==> src/rtl/rv_fetch_unit_if.sv <==
// Synchronous instruction-memory port between the fetch unit (master) and the memory (slave).
// Data and valid answer the address that was presented with a read request in the previous cycle.
interface rv_fetch_unit_if;
  logic [31:0] im_addr_o;
  logic        im_rd_o;
  logic [31:0] im_data_i;
  logic        im_valid_i;

  modport master (
    output im_addr_o,
    output im_rd_o,
    input  im_data_i,
    input  im_valid_i
  );

  modport slave (
    input  im_addr_o,
    input  im_rd_o,
    output im_data_i,
    output im_valid_i
  );
endinterface

==> src/rtl/rv_fetch_unit.sv <==
// uRV instruction fetch stage: owns the PC, drives the synchronous instruction memory and
// hands the fetched word plus its PC to predecode, handling stalls, redirects and misaligned targets.
module rv_fetch_unit #(
  parameter logic [31:0] RESET_VECTOR = 32'h0000_0000
) (
  input  logic                    clk_i,
  input  logic                    rst_i,
  rv_fetch_unit_if.master         im,
  input  logic                    x_stall_i,
  input  logic                    x_bra_i,
  input  logic [31:0]             x_pc_bra_i,
  output logic [31:0]             f_ir_o,
  output logic [31:0]             f_pc_o,
  output logic                    f_valid_o,
  output logic                    f_stall_o,
  output logic                    f_fault_o
);

  localparam logic [31:0] NOP = 32'h0000_0013;

  typedef enum logic [1:0] {
    ST_BOOT,
    ST_RUN,
    ST_FAULT
  } state_e;

  state_e      state_q, state_d;
  logic [31:0] pc_req_q, pc_req_d;
  logic [31:0] ir_q, ir_d;
  logic [31:0] pc_q, pc_d;
  logic        valid_q, valid_d;
  logic        fault_q, fault_d;

  logic [31:0] im_addr;
  logic        im_rd;
  logic        stall;

  always_comb begin
    // NOTE: every signal assigned here gets a default first so no path can leave it unassigned and infer a latch.
    state_d  = state_q;
    pc_req_d = pc_req_q;
    ir_d     = ir_q;
    pc_d     = pc_q;
    valid_d  = valid_q;
    fault_d  = fault_q;
    im_addr  = pc_req_q;
    im_rd    = 1'b0;
    stall    = 1'b1;

    if (!rst_i) begin
      unique case (state_q)
        ST_BOOT: begin
          im_rd   = 1'b1;
          state_d = ST_RUN;
        end

        ST_RUN: begin
          // A redirect beats a stall: the word on im_data_i belongs to the wrong path anyway.
          if (x_bra_i) begin
            valid_d = 1'b0;
            if (x_pc_bra_i[1:0] == 2'b00) begin
              im_addr  = x_pc_bra_i;
              im_rd    = 1'b1;
              pc_req_d = x_pc_bra_i;
            end else begin
              state_d = ST_FAULT;
              fault_d = 1'b1;
            end
          end else if (x_stall_i) begin
            // Re-read pc_req so the same word is still on im_data_i when the stall lifts.
            im_rd = 1'b1;
          end else if (!im.im_valid_i) begin
            im_rd   = 1'b1;
            valid_d = 1'b0;
          end else begin
            ir_d     = im.im_data_i;
            pc_d     = pc_req_q;
            valid_d  = 1'b1;
            pc_req_d = pc_req_q + 32'd4;
            im_addr  = pc_req_q + 32'd4;
            im_rd    = 1'b1;
            stall    = 1'b0;
          end
        end

        ST_FAULT: begin
          valid_d = 1'b0;
        end

        default: begin
          state_d = ST_BOOT;
        end
      endcase
    end
  end

  always_ff @(posedge clk_i) begin
    // NOTE: state registers use non-blocking assignment so every flop samples pre-edge values.
    if (rst_i) begin
      state_q  <= ST_BOOT;
      pc_req_q <= RESET_VECTOR;
      ir_q     <= NOP;
      pc_q     <= RESET_VECTOR;
      valid_q  <= 1'b0;
      fault_q  <= 1'b0;
    end else begin
      state_q  <= state_d;
      pc_req_q <= pc_req_d;
      ir_q     <= ir_d;
      pc_q     <= pc_d;
      valid_q  <= valid_d;
      fault_q  <= fault_d;
    end
  end

  assign im.im_addr_o = im_addr;
  assign im.im_rd_o   = im_rd;
  assign f_ir_o       = ir_q;
  assign f_pc_o       = pc_q;
  assign f_valid_o    = valid_q;
  assign f_stall_o    = stall;
  assign f_fault_o    = fault_q;

endmodule

==> src/flat_wrapper.sv <==
// flat-port wrapper written by rule: the top's interface ports become plain ports
module rv_fetch_unit_flat 
#(
  parameter logic [31:0] RESET_VECTOR = 32'h0000_0000
)
  (clk_i, rst_i, x_stall_i, x_bra_i, x_pc_bra_i, f_ir_o, f_pc_o, f_valid_o, f_stall_o, f_fault_o, im_im_addr_o, im_im_rd_o, im_im_data_i, im_im_valid_i);
  rv_fetch_unit_if im_i ();
  input  logic clk_i;
  input  logic rst_i;
  input  logic x_stall_i;
  input  logic x_bra_i;
  input  logic [31:0] x_pc_bra_i;
  output logic [31:0] f_ir_o;
  output logic [31:0] f_pc_o;
  output logic f_valid_o;
  output logic f_stall_o;
  output logic f_fault_o;
  output wire logic [$bits(im_i.im_addr_o)-1:0] im_im_addr_o;
  output wire logic [$bits(im_i.im_rd_o)-1:0] im_im_rd_o;
  input wire logic [$bits(im_i.im_data_i)-1:0] im_im_data_i;
  input wire logic [$bits(im_i.im_valid_i)-1:0] im_im_valid_i;
  assign im_im_addr_o = im_i.im_addr_o;
  assign im_im_rd_o = im_i.im_rd_o;
  assign im_i.im_data_i = im_im_data_i;
  assign im_i.im_valid_i = im_im_valid_i;
  rv_fetch_unit #(.RESET_VECTOR(RESET_VECTOR)) u_core (.clk_i(clk_i), .rst_i(rst_i), .im(im_i), .x_stall_i(x_stall_i), .x_bra_i(x_bra_i), .x_pc_bra_i(x_pc_bra_i), .f_ir_o(f_ir_o), .f_pc_o(f_pc_o), .f_valid_o(f_valid_o), .f_stall_o(f_stall_o), .f_fault_o(f_fault_o));
endmodule
==> config.mk <==
export PLATFORM = sky130hd
export DESIGN_NAME = rv_fetch_unit_flat
export DESIGN_NICKNAME = d
export VERILOG_FILES = /design/src/rtl/rv_fetch_unit_if.sv /design/src/rtl/rv_fetch_unit.sv /design/src/flat_wrapper.sv
export SDC_FILE = /design/constraint.sdc
export NUM_CORES = 1
export LEC_CHECK = 0
export ABC_AREA = 1
export BUFFER_PORTS_ARGS = -buffer_cell sky130_fd_sc_hd__buf_2
export CAP_MARGIN = 20
export CORE_AREA = 2 2 76 151
export CTS_CLUSTER_SIZE = 16
export DETAILED_ROUTE_END_ITERATION = 16
export DIE_AREA = 0 0 78 153
export PLACE_DENSITY = 0.79
export SETUP_SLACK_MARGIN = 0.05
export SYNTH_ARGS = -nofsm -noshare
export SYNTH_HDL_FRONTEND = slang
export SYNTH_SLANG_ARGS = --single-unit
==> constraint.sdc <==
create_clock -name clk_i -period 3.7 [get_ports clk_i]
set_input_delay 0.37 -clock clk_i [delete_from_list [all_inputs] [get_ports clk_i]]
set_output_delay 0.37 -clock clk_i [all_outputs]
set_load 0.02 [all_outputs]
==> reports/results.ini <==
[outcome]
status=completed

[layout]
areaGrowthSynthToFinish_pct=22.3
layout-drive-gt1-share=0.223
finalNonFillerCells=1106
n_antenna_cell=0
fillers=1130
regArea_um2=2000
multi_input_area_um2=2620
fin_nets=1031

[die]
rows=54
start_util=0.483
die-area_um2=11900
dieWidth_um=78
io_pins=169
core_um2=10800
die_y_um=153

[cts]
cts.sinks=100
htreeDepth=3
cts_root_buffer=clkbuf_16
clkTransAtPathRegs_ns=0.07
ctsHoldBuffers=0
cts_setup_buffers=0
cts_resized=0
cts_buffer_depth=2
insertion_delay_ns=0.35
cts_buffers=9
cts_tree=yes

[critical_path]
worstRegToRegCells=8
crit_family=simple AND/OR/NAND/NOR gates
cp.arrival_ns=2.31
cp-startpoint=u_core.pc_req_q[3]
cp_num_cells=12
cp_num_buf_inv=1
cp-start-kind=flip-flop
r2r-end=u_core.f_pc_o[11]
path_class=reg -> out
crit_top_cell=nand2_1
crit_path_end_kind=output port
cp_slowest_cell=dfxtp_1
path_cells=ha_1 -> nand3_1 -> nor2_1 -> nand2_1 -> nor2_2 -> nand2_1 -> nand2_1 -> nand3_1 -> nand2_1 -> nand2_1 -> nand2_1 -> buf_2
cp_max_fo=5
crit_path_end=im_im_addr_o[28]
r2r_start=u_core.state_q[1]
worstPathRequired_ns=3.33
crit_path_max_incr_delay_ns=0.40
ff2ff_setup_slack_ns=1.63

[global_route]
grt_pass1_wl_um=25200
grt_usage=0.264
gr-total-overflow=0
grt_max_degree=60
grt_pass1_vias=5282
antenna_found_initial=0

[placed_design]
numPortBuffers=168
detailed_place_hpwl_um=11700
place.gp.congestion=0.945
placed_cells=1090

[run]
max-cap-violations=0

[sta]
setup_viol=0
slew_violations=0
max_freq_ghz=0.374
tightest_slew_ns=0.791
timing.slew.headroom=0.472
rsz0062_at_grt=no
layout_min_cycle_time_ns=2.68
hold_viol_final=0
fin_crit_sh=0.723
setup-tns-final_ns=0
fin_skew_ns=0.00923

[synthesis]
synth_top_family_by_area=simple AND/OR/NAND/NOR gates
ys_top_cells_by_count=171 x nand2_1, 122 x nor2_1, 105 x o21ai_0
synth_compound_area_frac=0.191
synth.most_common_cell=nand2_1
yosysWarnings=0
ys_ff_latch=100
synth.area.top_cells=dfxtp_1 38%, nand2_1 12%, o21ai_0 10%, nor2_1 8.8%, inv_1 6.8%
synth_simple_gate_area_frac=0.309
synth_xor_area_frac=0
syn-cell-area_um2=5220
yosys_most_used_dff=dfxtp_1
synth.top_cell.area_share=0.384
synth_largest_area_cell=dfxtp_1
ys_types=30
synth-edff-count=0
synth_mux_area_frac=0
syn-num-nets=887
syn_avg_cell_area_um2=6.39
ys_seq_area_frac=0.384
synth_cells=817
async_flop_share=0
synthAdderAreaFrac=0.00240

[power_and_ir_drop]
irDropWorstVdd_v=0.000263
leakage_nw=3.24
p_per_area_nw_per_um2=413

[routing]
drc=0
vias=5684
antenna_left=0
vias_per_cell=5.14
drt_wl_total_um=15800
firstDrtPassIters=5
post_drt_wl_per_cell_um=14.3
drtIter0Drc=328

[min_path]
hp-class=in -> reg

[per-layer routing]
layer  GRT usage  routed length (µm)  up-vias
met4       0.176                 833        0
li1            -                   -     2906
met5           0                   0        -
met1       0.283                5640     2491
met3      0.0413                 934       54
met2       0.464                8360      233
[cells by family (layout without fill, tap and decap cells)]
logic type / after synthesis / after routing
compound gates: 190 / 190
buf+inv: 142 / 291
flops: 100 / 100
simple gates: 384 / 384
fa+ha+maj: 1 / 1
[placed cells by master, fill, tap and decap left out, types with 2 or more instances in the layout]
cell type	instances
o21ai_0	105
nor3_1	5
o21ai_1	9
nand3_1	65
nor2_1	122
dfxtp_1	100
clkbuf_16	9
clkinv_4	2
inv_1	94
a21oi_2	6
nor2_2	6
nand2_1	171
o311ai_0	2
nor2_4	4
inv_2	4
o211ai_1	3
buf_4	8
nand4_1	6
buf_2	168
clkinv_2	2
o22ai_1	3
a21oi_1	60
[metrics by stage]
step,hold WS (ns),power [W],utilization,setup slack [ns],instance area (µm²)
floorplan,0.446,0.00153,-,1.73,5220
finish,0.223,0.00264,0.590,1.02,6380
detailed placement,0.454,0.00171,0.563,1.32,6090
CTS,0.218,0.00265,0.590,1.05,6380
global placement,0.451,0.00171,0.563,1.39,6090
global route,0.232,0.00276,0.590,0.766,6380
[report_power, final]
group          switching [W]  internal [W]
Combinational       0.000339      0.000167
Sequential         0.0000546       0.00113
Clock               0.000421      0.000525
[worst min path at each step]
stage | startpoint | end | cells past startpoint
after floorplan | u_core.pc_req_q[0] | u_core.pc_req_q[0] | 2
after global placement | u_core.f_fault_o | u_core.f_fault_o | 2
after detailed placement | u_core.f_pc_o[2] | u_core.f_pc_o[2] | 2
after CTS | im_im_data_i[1] | u_core.f_ir_o[1] | 3
after global routing | im_im_data_i[4] | u_core.f_ir_o[4] | 3
final | im_im_data_i[1] | u_core.f_ir_o[1] | 3
[flip-flops by register name, indices dropped and copies added, names as in the netlist]
signal	cells
u_core.f_fault_o	1
u_core.f_ir_o	32
u_core.f_pc_o	32
u_core.f_valid_o	1
u_core.pc_req_q	32
u_core.state_q	2
[worst min-delay path, delay by kind of cell]
family	cells	cell delay (ns)
buf+inv	1	0.08
simple gates	2	0.09
[layout make-up]
| cell class | count | area share |
|---|---|---|
| clock buffers | 10 | 0.0359 |
| clock inverters | 6 | 0.0102 |
| inverters | 98 | 0.0576 |
| multi-input cells | 575 | 0.411 |
| flip-flops and latches | 100 | 0.314 |
| well taps | 140 | 0.0275 |
| repair buffers | 177 | 0.144 |
Note: power is estimated with default switching activity, not from simulation.
